## src/rtl/uart_rx_8n1.sv

```systemverilog
// 8N1 serial receiver, LSB first, mid-bit sampling.
// Bit timing comes from a clk-cycle counter; no divided clock.
module uart_rx_8n1 #(
  parameter int CLKS_PER_BIT = 5212,
  parameter int DATA_BITS    = 8
) (
  input  logic                 clk,
  input  logic                 rst_n,
  input  logic                 rx,
  output logic [DATA_BITS-1:0] data_out,
  output logic                 data_valid,
  output logic                 frame_err,
  output logic                 busy
);

  localparam int CW = $clog2(CLKS_PER_BIT);
  localparam int IW = $clog2(DATA_BITS + 1);
  localparam logic [CW-1:0] LAST = CW'(CLKS_PER_BIT - 1);
  localparam logic [CW-1:0] HALF = CW'(CLKS_PER_BIT / 2 - 1);
  localparam logic [IW-1:0] TOP  = IW'(DATA_BITS - 1);

  typedef enum logic [2:0] {
    IDLE,
    START,
    DATA,
    STOP,
    BRK
  } state_t;

  state_t               state, state_n;
  logic                 rx_m, rx_s;
  logic [CW-1:0]        cnt, cnt_n;
  logic [IW-1:0]        idx, idx_n;
  logic [DATA_BITS-1:0] shreg, shreg_n;
  logic [DATA_BITS-1:0] dout_n;
  logic                 valid_n, err_n;

  always_ff @(posedge clk) begin
    if (!rst_n) begin
      rx_m       <= 1'b1;
      rx_s       <= 1'b1;
      state      <= IDLE;
      cnt        <= '0;
      idx        <= '0;
      shreg      <= '0;
      data_out   <= '0;
      data_valid <= 1'b0;
      frame_err  <= 1'b0;
      busy       <= 1'b0;
    end else begin
      rx_m       <= rx;
      rx_s       <= rx_m;
      state      <= state_n;
      cnt        <= cnt_n;
      idx        <= idx_n;
      shreg      <= shreg_n;
      data_out   <= dout_n;
      data_valid <= valid_n;
      frame_err  <= err_n;
      busy       <= (state_n != IDLE);
    end
  end

  always_comb begin
    state_n = state;
    cnt_n   = (cnt == LAST) ? '0 : cnt + CW'(1);
    idx_n   = idx;
    shreg_n = shreg;
    dout_n  = data_out;
    valid_n = 1'b0;
    err_n   = 1'b0;
    unique case (state)
      IDLE: begin
        cnt_n = '0;
        if (!rx_s) state_n = START;
      end
      START: begin
        if (cnt == HALF) begin
          cnt_n   = '0;
          idx_n   = '0;
          state_n = rx_s ? IDLE : DATA;
        end
      end
      DATA: begin
        if (cnt == LAST) begin
          shreg_n = {rx_s, shreg[DATA_BITS-1:1]};
          idx_n   = idx + IW'(1);
          if (idx == TOP) state_n = STOP;
        end
      end
      STOP: begin
        if (cnt == LAST) begin
          if (rx_s) begin
            dout_n  = shreg;
            valid_n = 1'b1;
            state_n = IDLE;
          end else begin
            err_n   = 1'b1;
            state_n = BRK;
          end
        end
      end
      BRK: begin
        // a held-low line must go high before a new start is accepted
        cnt_n = '0;
        if (rx_s) state_n = IDLE;
      end
      default: begin
        cnt_n   = '0;
        state_n = IDLE;
      end
    endcase
  end

endmodule

```

## config.mk

```make
export PLATFORM = sky130hd
export DESIGN_NAME = uart_rx_8n1
export DESIGN_NICKNAME = d
export VERILOG_FILES = /design/src/rtl/uart_rx_8n1.sv
export SDC_FILE = /design/constraint.sdc
export NUM_CORES = 1
export LEC_CHECK = 0
export CAP_MARGIN = 5
export CELL_PAD_IN_SITES_DETAIL_PLACEMENT = 1
export CELL_PAD_IN_SITES_GLOBAL_PLACEMENT = 2
export CORE_MARGIN = 3
export CORE_UTILIZATION = 25
export CTS_CLUSTER_SIZE = 16
export DETAILED_ROUTE_END_ITERATION = 10
export DONT_BUFFER_PORTS = 1
export HOLD_SLACK_MARGIN = 0.08
export PLACE_DENSITY = 0.6
export SYNTH_ARGS = -nofsm -noshare
export SYNTH_HDL_FRONTEND = slang
export SYNTH_SLANG_ARGS = --single-unit
export TNS_END_PERCENT = 5
```

## constraint.sdc

```tcl
create_clock -name clk -period 3.4 [get_ports clk]
set_input_delay 0.34 -clock clk [delete_from_list [all_inputs] [get_ports clk]]
set_output_delay 0.34 -clock clk [all_outputs]
set_load 0.03 [all_outputs]
```

# Yosys cells after proc, flatten, opt, wreduce, memory -nomap -nowiden
# Cells that the tools add are included.
# totals
reg_bits	41
# classes
n_addsub	2
n_eq_ne	9
n_mux	17
n_reduce_logical	8
# ops
cell	n
two-way mux 13 bit	2
case mux 13 bit (2 select lines)	1
two-way mux 3 bit	7
case mux 3 bit (5 select lines)	1
adder 13 x 1 -> 13 bit (second input constant)	1
== test 13 x 12 -> 1 bit (second input constant)	1
== test 13 bit (second input constant)	1
AND reduction 3 bit	3
two-way mux 4 bit	2
case mux 4 bit (2 select lines)	1
== test 3 x 2 -> 1 bit (second input constant)	2
adder 4 x 1 -> 4 bit (second input constant)	1
== test 4 x 3 -> 1 bit (second input constant)	1
!= test 2 bit (second input constant)	2
== test 3 x 1 -> 1 bit (second input constant)	1
== test 3 bit (second input constant)	1
zero test 3 bit	1
nonzero test 3 bit	1
two-way mux 1 bit	2
two-way mux 2 bit	1
AND reduction 2 bit	1
nonzero test 2 bit	1
OR reduction 2 bit	1

# Logic depth before layout (Yosys ltp)
# Gate-level depths: netlist of run 1.
# logic_depth
word_depth	5
mapped_depth	8
ltp_nobuf	7

# Worst setup path after synthesis of run 1
# Ideal clock, no wire load.
# synth_timing
path_kind	reg2reg
startpoint	register cnt[0]
endpoint	register idx[0]
setup_ns	0.128
arrival_ns	1.876
t_required_ns	3.272
slack_ns	1.397
path_stages_with_launch	7
synth_period_minus_slack_ns	2.003
path_cell_list	dfxtp_1 ha_1 or4b_1 or4_4 o31ai_4 mux2_2 nor2_1
# synth_between
elab_chain_cells	3
word_cells_on_any_way	5
# synth_lines
item	line_no	source
start: declaration	32	logic [CW-1:0] cnt, cnt_n;
start signal: assignment	54	cnt <= cnt_n;
== test 13 x 12 -> 1 bit or == test 13 bit (tied branches)	78, 85	
!= test 2 bit (no line)	-	
AND reduction 3 bit (no line) *	-	
end signal: assignment	55	idx <= idx_n;
end: declaration	33	logic [IW-1:0] idx, idx_n;
# Mark *: on every way between the ends. The rest lies on a longest branch, timed or not.
# A chain may end at the register's enable or synchronous reset.

# Final worst setup path of run 1
# layout_timing
startpoint	register state[2]
endpoint	register idx[2]
# layout_between
elab_chain_cells	3
word_cells_on_any_way	7
# layout_lines
item	line_no	source
start: declaration	30	state_t state, state_n;
start signal: assignment	53	state <= state_n;
== test 3 x 1 -> 1 bit or == test 3 x 2 -> 1 bit (tied branches)	72	unique case (state)
!= test 2 bit (no line) or nonzero test 2 bit (tied branches)	-	
AND reduction 3 bit (no line)	-	
# Several ways; a longest one is shown, not always the timed one.

==> reports/summary.txt, run 1 <==
Status -> finished, final reports clean
Clock buffer depth -> 2
Worst skew pair latency -> 0.30 ns
CP startpoint kind -> register
GRT overflow -> 0
Synth Instances -> 189
Post-synth ARST share -> 0
Multi-input gate area -> 877 µm²
Root Driver -> clkbuf_8
Average size of a mapped cell -> 9.29 µm²
Fin Setup TNS -> 0 ns
Vias -> 1267
Slowest-stage cell, CP -> nand4_1
CP Data Required Time -> 3.64 ns
Clk_skew -> 0.00998 ns
Slew margin rel. -> 0.489
Worst-case vdd ir drop -> 0.173 mV
P_leak -> 0.678 nW
Largest cells by area after synthesis -> dfxtp_1, mux2i_1, nor2_1, nand3_1, xor2_1
Max_cap viols -> 0
DR pass1 iterations -> 4
Final min period -> 2.52 ns
# rows -> 29
FILL cells -> 756
Drc violations -> 0
Hold Path Class -> input pin to register
Die area -> 0.00807 mm²
Pre-CTS setup slack -> 0.896 ns
Worst-margin pin slew -> 0.764 ns
Post-CTS Resized -> 0
Final Cycle Share -> 0.742
Hold Buf Count CTS -> 0
Count leader, synth -> dfxtp_1
Area growth, synth to finish -> 11.0%
Worst-path clk slew -> 0.09 ns
Final Max Slew Viols -> 0
Worst-path cell chain -> nor3b_1 -> nand4_1 -> nor3_1 -> o21ai_0 -> a21oi_1
Core area -> 0.00657 mm²
Setup slack, reg-to-reg -> 0.88 ns
Buffers added on ports -> 0
# setup viols final -> 0
Starting DRT DRC Count -> 44
Synthesized net count -> 195
Critical path class -> register to register
Top_reg_cell synth -> dfxtp_1
RSZ-0062 raised after global routing -> no
Sequential area share after synthesis -> 0.467
Wirelength, routed -> 3740 µm
Vias in the first global route -> 1404
FMAX -> 0.397 GHz
Share of cells above drive strength 1 -> 0.100
GRT Total Usage -> 0.0975
Hpwl dp -> 2680 µm
Starting Density -> 0.267
GP Congestion -> 0.765
Antenna cell count -> 0
Largest net degree at the start of global routing -> 22
Final Hold Viols -> 0
Post-CTS setup buffer count -> 0
Via density -> 4.48
First-pass GRT wire length -> 6560 µm
Unique masters post-synth -> 37
Register bit total from synthesis -> 41
Post-synth EDFFs -> 0
Final net count -> 195
Die Y -> 89.8 µm
Synth warn -> 0
Crit. End Element -> register
Worst path max stage delay -> 0.72 ns
TritonCTS clock tree -> yes
CTS buffer count -> 5
Final setup margin -> 0.879 ns
Register area -> 821 µm²
Post-synth top area share -> 0.467
Wire per inst -> 13.2 µm
DIE WIDTH -> 89.8 µm
Synth top cells by count -> dfxtp_1, nor2_1, mux2i_1
Cell taking the most area after synthesis -> dfxtp_1
Clock sink total -> 41
PD cells -> 466 mW/mm²
Mapped Area -> 0.00176 mm²
Antenna violations before repair -> 0
Critical Path AT -> 2.76 ns
H-tree depth -> 2
Placed cells -> 275
Ports -> 14
Non-Filler Instances -> 283
Worst-path maximum fanout -> 12
Routed Antenna Nets -> 0
==> final timing paths <==
| path | start | end | cells after the start |
|---|---|---|---|
| setup / recovery | state[2] | idx[2] | 5 |
| hold / removal | rst_n | rx_m | 1 |
| setup reg to reg | state[2] | idx[2] | 5 |
| hold reg to reg | rx_m | rx_s | 1 |
==> state kept, by name, summed over array words and instances, names as in the netlist, 3 cells and up <==
name	flops
cnt	13
data_out	8
shreg	8
idx	4
state	3
==> per-stage QoR <==
stage | hold WS [ns] | area (µm²) | power, mW | utilization
2_1_floorplan | 0.386 | 1760 | 0.513 | -
3_3_place_gp | 0.403 | 1840 | 0.514 | 0.280
3_5_place_dp | 0.418 | 1840 | 0.515 | 0.280
4_1_cts | 0.100 | 1950 | 0.924 | 0.297
5_1_grt | 0.103 | 1950 | 0.949 | 0.297
6_report | 0.110 | 1950 | 0.908 | 0.297
==> power breakdown <==
part           switching, mW  leakage [nW]  internal [mW]
Sequential           0.00472         0.331          0.482
Clock                  0.185        0.0585          0.220
Combinational         0.0109         0.289        0.00501
==> per-layer routing <==
| metal | GRT usage | wire, µm | vias up |
|---|---|---|---|
| met5 | 0 | 0 | - |
| met2 | 0.155 | 1670 | 16 |
| met1 | 0.121 | 1840 | 602 |
| met3 | 0.0342 | 174 | 5 |
| met4 | 0.0370 | 50 | 0 |
| li1 | - | - | 644 |
==> logic make-up after synthesis <==
group	synth area share
muxes	0.0983
xor gates and xnor gates	0.0548
buffers and inverters	0.0335
DFF	0.467
AOI/OAI and AO/OA	0.0726
adders and majority gates	0.0214
and+or+nand+nor	0.252
==> placed cells by master, fill, tap and decap left out, types with 5 or more instances in the layout <==
cell,netlist,layout
dfxtp_1,41,41
nor2_1,36,36
mux2i_1,15,15
nand3_1,11,11
nand2_1,10,10
nor3_1,8,8
inv_1,6,6
xor2_1,6,6
o21ai_0,6,6
a21oi_1,5,5
xnor2_1,5,5
clkbuf_8,0,5
==> worst max-delay path: cells and delay by family, from the launching register on <==
family | cells | cell delay [ns]
and+or+nand+nor | 3 | 1.76
DFF | 1 | 0.41
AOI/OAI and AO/OA | 2 | 0.29
==> layout make-up <==
cell class | count | share of cell area
multi-input cells | 135 | 0.450
flip-flops and latches | 41 | 0.421
well taps | 93 | 0.0597
clock buffers | 5 | 0.0353
clock inverters | 3 | 0.0225
inverters | 6 | 0.0116
Note: power is estimated with default switching activity, not from simulation.
==> run 2, diff against run 1 <==
--- a/config.mk
+++ b/config.mk
@@ -14,7 +14,7 @@
 export DETAILED_ROUTE_END_ITERATION = 10
 export DONT_BUFFER_PORTS = 1
 export HOLD_SLACK_MARGIN = 0.08
-export PLACE_DENSITY = 0.6
+export PLACE_DENSITY = 0.62
 export SYNTH_ARGS = -nofsm -noshare
 export SYNTH_HDL_FRONTEND = slang
 export SYNTH_SLANG_ARGS = --single-unit
==> constraint.sdc (replaced) <==
create_clock -name clk -period 2.3 [get_ports clk]
set_input_delay 0.23 -clock clk [delete_from_list [all_inputs] [get_ports clk]]
set_output_delay 0.23 -clock clk [all_outputs]
set_load 0.03 [all_outputs]
==> reports/summary.txt, run 2 (synthesis gave the netlist of run 1 again) <==
Commonest non-fill, non-tap cells in the layout -> dfxtp_1, nor2_1, mux2i_1
Worst-path clk slew -> 0.08 ns
Starting Density -> 0.267
# rows -> 29
Worst skew pair latency -> 0.28 ns
Critical Path AT -> 2.30 ns
Area growth, synth to finish -> 15.9%
Slew margin rel. -> 0.586
Min-Delay Path Depth -> 2
Commonest non-fill, non-tap cell in the layout -> dfxtp_1
GRT Total Usage -> 0.100
Antenna cell count -> 0
Via density -> 4.59
Die Y -> 89.8 µm
Wire per inst -> 13.4 µm
Routed Antenna Nets -> 0
Status -> finished, final reports clean
Final net count -> 203
Share of cells above drive strength 1 -> 0.126
GRT overflow -> 0
Final min period -> 2.14 ns
Multi-input gate area -> 877 µm²
Worst-case vdd ir drop -> 0.280 mV
Worst-margin pin slew -> 0.621 ns
Worst path max stage delay -> 0.48 ns
Wirelength, routed -> 3890 µm
Regs by FF count -> cnt: 13 flops, data_out: 8 flops, shreg: 8 flops
R2R cell count -> 6
Crit. End Element -> register
CP startpoint kind -> register
Final Hold Viols -> 0
Fin Setup TNS -> 0 ns
Antenna violations before repair -> 0
Placed cell area -> 0.00187 mm²
P_leak -> 0.723 nW
FILL cells -> 747
Largest Register -> cnt
Final Cell Area -> 0.00204 mm²
Vias -> 1335
Largest net degree at the start of global routing -> 22
CP Data Required Time -> 2.46 ns
Root Driver -> clkbuf_8
H-tree depth -> 2
TritonCTS clock tree -> yes
GP Congestion -> 0.742
DR pass1 iterations -> 4
# setup viols final -> 0
DIE WIDTH -> 89.8 µm
PD cells -> 701 mW/mm²
Clock sink total -> 41
Final Cycle Share -> 0.930
Buffers added on ports -> 0
Vias in the first global route -> 1393
Drc violations -> 0
Worst-path cell chain -> ha_1 -> or4b_1 -> or4_4 -> o31ai_4 -> mux2_2 -> nor2_1
Clock buffer depth -> 2
Register area -> 821 µm²
CTS buffer count -> 5
Post-CTS Resized -> 0
Starting DRT DRC Count -> 43
Max FFs per register -> 13
Slowest-stage cell, CP -> or4_4
Die area -> 0.00807 mm²
Clk_skew -> 0.00355 ns
Hold Path Class -> input pin to register
Final Max Slew Viols -> 0
Ports -> 14
RSZ-0062 raised after global routing -> no
Core area -> 0.00657 mm²
Hpwl dp -> 2840 µm
FMAX -> 0.468 GHz
First-pass GRT wire length -> 6740 µm
Max_cap viols -> 0
Critical path class -> register to register
Worst-path maximum fanout -> 5
## run 2: cell count changes in the layout (fill, tap and decap cells not counted), sizes merged
| cell | change |
|---|---|
| dlygate4sd3 | +2 |
| bufinv | +1 |
| inv | -1 |
| buf | +6 |
## run 2: metal layers
| layer | up-vias | GRT usage | part of all wire |
|---|---|---|---|
| li1 | 666 | - | - |
| met1 | 650 | 0.131 | 0.49 |
| met2 | 16 | 0.162 | 0.48 |
| met3 | 3 | 0.0284 | 0.030 |
| met4 | 0 | 0.0268 | 0.0031 |
| met5 | - | 0 | 0 |
## run 2: final cells by class
cell class | instances | area share
multi-input combinational | 135 | 0.431
sequential | 41 | 0.403
tap | 93 | 0.0572
clock buffer | 5 | 0.0338
clock inverter | 3 | 0.0320
timing repair buffer | 8 | 0.0320
inverter | 6 | 0.0111
## run 2: worst paths after layout
| path | startpoint | endpoint | slack (ns) |
|---|---|---|---|
| worst max register to register | cnt[0] | idx[0] | 0.16 |
| worst max-delay path | cnt[0] | idx[0] | 0.16 |
| worst min-delay path | rst_n | busy | 0.10 |
| worst min register to register | rx_m | rx_s | 0.42 |
## run 2: worst max-delay path, delay by kind of cell (launching register included)
kind / cells / cell delay [ns]
flip-flops: 1 / 0.40
AO/OA/AOI/OAI: 1 / 0.31
adder cells (fa/ha/maj): 1 / 0.16
AND/OR/NAND/NOR: 3 / 0.94
multiplexers: 1 / 0.20
## run 2: repair_timing
action / in CTS / in global routing
setup buffers: 0 / 2
hold buffers: 2 / 0
hold endpoints to repair: 4 / 0
endpoints found under the setup margin: 0 / 1
## run 2: where the power goes
group          total, mW  leakage, nW  internal (mW)  switching, mW
Clock              0.680       0.0681          0.431          0.249
Sequential         0.720        0.331          0.713        0.00726
Combinational     0.0259        0.324        0.00959         0.0163
Total               1.43        0.723           1.15          0.272
## run 2: stage by stage
step | std cells | util | setup slack (ns) | power (mW) | hold slack, ns
floorplan | 189 | - | 0.297 | 0.758 | 0.331
global placement | 279 | 0.284 | 0.195 | 0.759 | 0.307
detailed placement | 279 | 0.284 | 0.176 | 0.760 | 0.310
CTS | 289 | 0.308 | 0.162 | 1.45 | 0.0904
global route | 291 | 0.310 | 0.0154 | 1.49 | 0.0962
finish | 291 | 0.310 | 0.161 | 1.43 | 0.102
==> run 3, diff against run 2 <==
--- a/config.mk
+++ b/config.mk
@@ -14,7 +14,8 @@
 export DETAILED_ROUTE_END_ITERATION = 10
 export DONT_BUFFER_PORTS = 1
 export HOLD_SLACK_MARGIN = 0.08
-export PLACE_DENSITY = 0.62
+export PLACE_DENSITY = 0.56
+export REMOVE_ABC_BUFFERS = 1
 export SYNTH_ARGS = -nofsm -noshare
 export SYNTH_HDL_FRONTEND = slang
 export SYNTH_SLANG_ARGS = --single-unit
==> reports/summary.txt, run 3 (synthesis gave the netlist of run 1 again) <==
Status -> finished, final reports clean
Final cell utilization of the core -> 0.301
Largest net degree at the start of global routing -> 22
Final Hold Viols -> 0
Buffers added on ports -> 0
Area growth, synth to finish -> 12.6%
Max_cap viols -> 0
GRT Total Usage -> 0.102
RR Startpoint -> cnt[0]
Via density -> 4.52
Final Cycle Share -> 0.950
Critical Path AT -> 2.35 ns
Routed Antenna Nets -> 0
GP Congestion -> 0.755
Commonest non-fill, non-tap cells in the layout -> dfxtp_1, nor2_1, mux2i_1
Antenna cell count -> 0
CP Data Required Time -> 2.46 ns
Fin Setup TNS -> 0 ns
Post-CTS setup buffer count -> 0
Hold Path Sink -> idx[2]
TritonCTS clock tree -> yes
Regs by FF count -> cnt: 13 flops, data_out: 8 flops, shreg: 8 flops
Final Max Slew Viols -> 0
Min-Delay Path Depth -> 2
Largest Register -> cnt
Worst-path clk slew -> 0.08 ns
# setup viols final -> 0
# rows -> 29
Commonest non-fill, non-tap cell in the layout -> dfxtp_1
Hold Path Class -> input pin to register
Final net count -> 201
H-tree depth -> 2
Worst path max stage delay -> 0.48 ns
Worst-path maximum fanout -> 5
Critical path class -> register to register
Ports -> 14
First-pass GRT wire length -> 6760 µm
Hpwl dp -> 2860 µm
Die Y -> 89.8 µm
CTS buffer count -> 5
Max FFs per register -> 13
Worst-case vdd ir drop -> 0.211 mV
Buffers and inverters on the worst path -> 0
DIE WIDTH -> 89.8 µm
Worst skew pair latency -> 0.29 ns
Clk_skew -> 0.00434 ns
Clock buffer depth -> 2
Worst-path cell chain -> ha_1 -> or4b_1 -> or4_4 -> o31ai_4 -> mux2_2 -> nor2_1
FMAX -> 0.458 GHz
Vias -> 1307
Worst-margin pin slew -> 0.670 ns
Slowest-stage cell, CP -> or4_4
Hold path start -> rst_n
PD cells -> 618 mW/mm²
Starting Density -> 0.267
Core area -> 0.00657 mm²
Die area -> 0.00807 mm²
Antenna violations before repair -> 0
RSZ-0062 raised after global routing -> no
Share of cells above drive strength 1 -> 0.117
Stages on worst setup path -> 6
DR pass1 iterations -> 4
Crit. End Element -> register
Drc violations -> 0
Slew margin rel. -> 0.553
Beginning of the critical path -> cnt[0]
Setup slack, reg-to-reg -> 0.12 ns
Wire per inst -> 13.6 µm
Clock sink total -> 41
Starting DRT DRC Count -> 41
Root Driver -> clkbuf_8
GRT overflow -> 0
P_leak -> 0.694 nW
CP startpoint kind -> register
R2R cell count -> 6
Vias in the first global route -> 1413
Largest delay share family, worst path -> simple AND/OR/NAND/NOR gates
Hold Buf Count CTS -> 2
Wirelength, routed -> 3930 µm
Final min period -> 2.18 ns
R2R Path End -> idx[0]
Post-CTS Resized -> 0
run 3: worst reg2reg max path, stage by stage, from the launching register on:
cell     delay (ns)
dfxtp_1        0.42
ha_1           0.16
or4b_1         0.45
or4_4          0.48
o31ai_4        0.31
mux2_2         0.20
nor2_1         0.03
run 3: worst max-delay path by stage:
stage	to	slack, ns
floorplan	idx[0]	0.29
global placement	idx[0]	0.19
detailed placement	idx[0]	0.13
CTS	idx[0]	0.11
global route	idx[0]	0.005
finish	idx[0]	0.12
run 3: per-stage QoR:
| stage | setup WS [ns] | hold slack (ns) | area [µm²] | power, mW | cells |
|---|---|---|---|---|---|
| finish | 0.116 | 0.0879 | 1980 | 1.22 | 289 |
| global route | 0.00472 | 0.0843 | 1980 | 1.28 | 289 |
| CTS | 0.115 | 0.0813 | 1980 | 1.25 | 289 |
| detailed placement | 0.130 | 0.310 | 1870 | 0.761 | 279 |
| global placement | 0.185 | 0.308 | 1870 | 0.760 | 279 |
| floorplan | 0.287 | 0.303 | 1720 | 0.753 | 182 |
run 3: routing by layer:
| layer | routed length (µm) | GRT usage | up-vias |
|---|---|---|---|
| met3 | 149 | 0.0317 | 7 |
| met1 | 1840 | 0.119 | 626 |
| met4 | 74 | 0.0396 | 0 |
| met2 | 1860 | 0.174 | 16 |
| met5 | 0 | 0 | - |
| li1 | - | - | 658 |
run 3: area by class of cell:
type,instances,area (µm²)
Clock buffer,5,68.8
Inverter,6,22.5
Clock inverter,3,22.5
Fill cell,772,4590
Tap cell,93,116
Multi-Input combinational cell,135,877
Sequential cell,41,821
Timing Repair Buffer,6,50.0
run 3: where the power goes:
| group | total, mW | leakage [nW] | internal, mW | switching [mW] |
|---|---|---|---|---|
| logic | 0.0265 | 0.315 | 0.00962 | 0.0169 |
| registers | 0.721 | 0.331 | 0.713 | 0.00745 |
| clock network | 0.475 | 0.0481 | 0.215 | 0.260 |
| total | 1.22 | 0.694 | 0.938 | 0.284 |
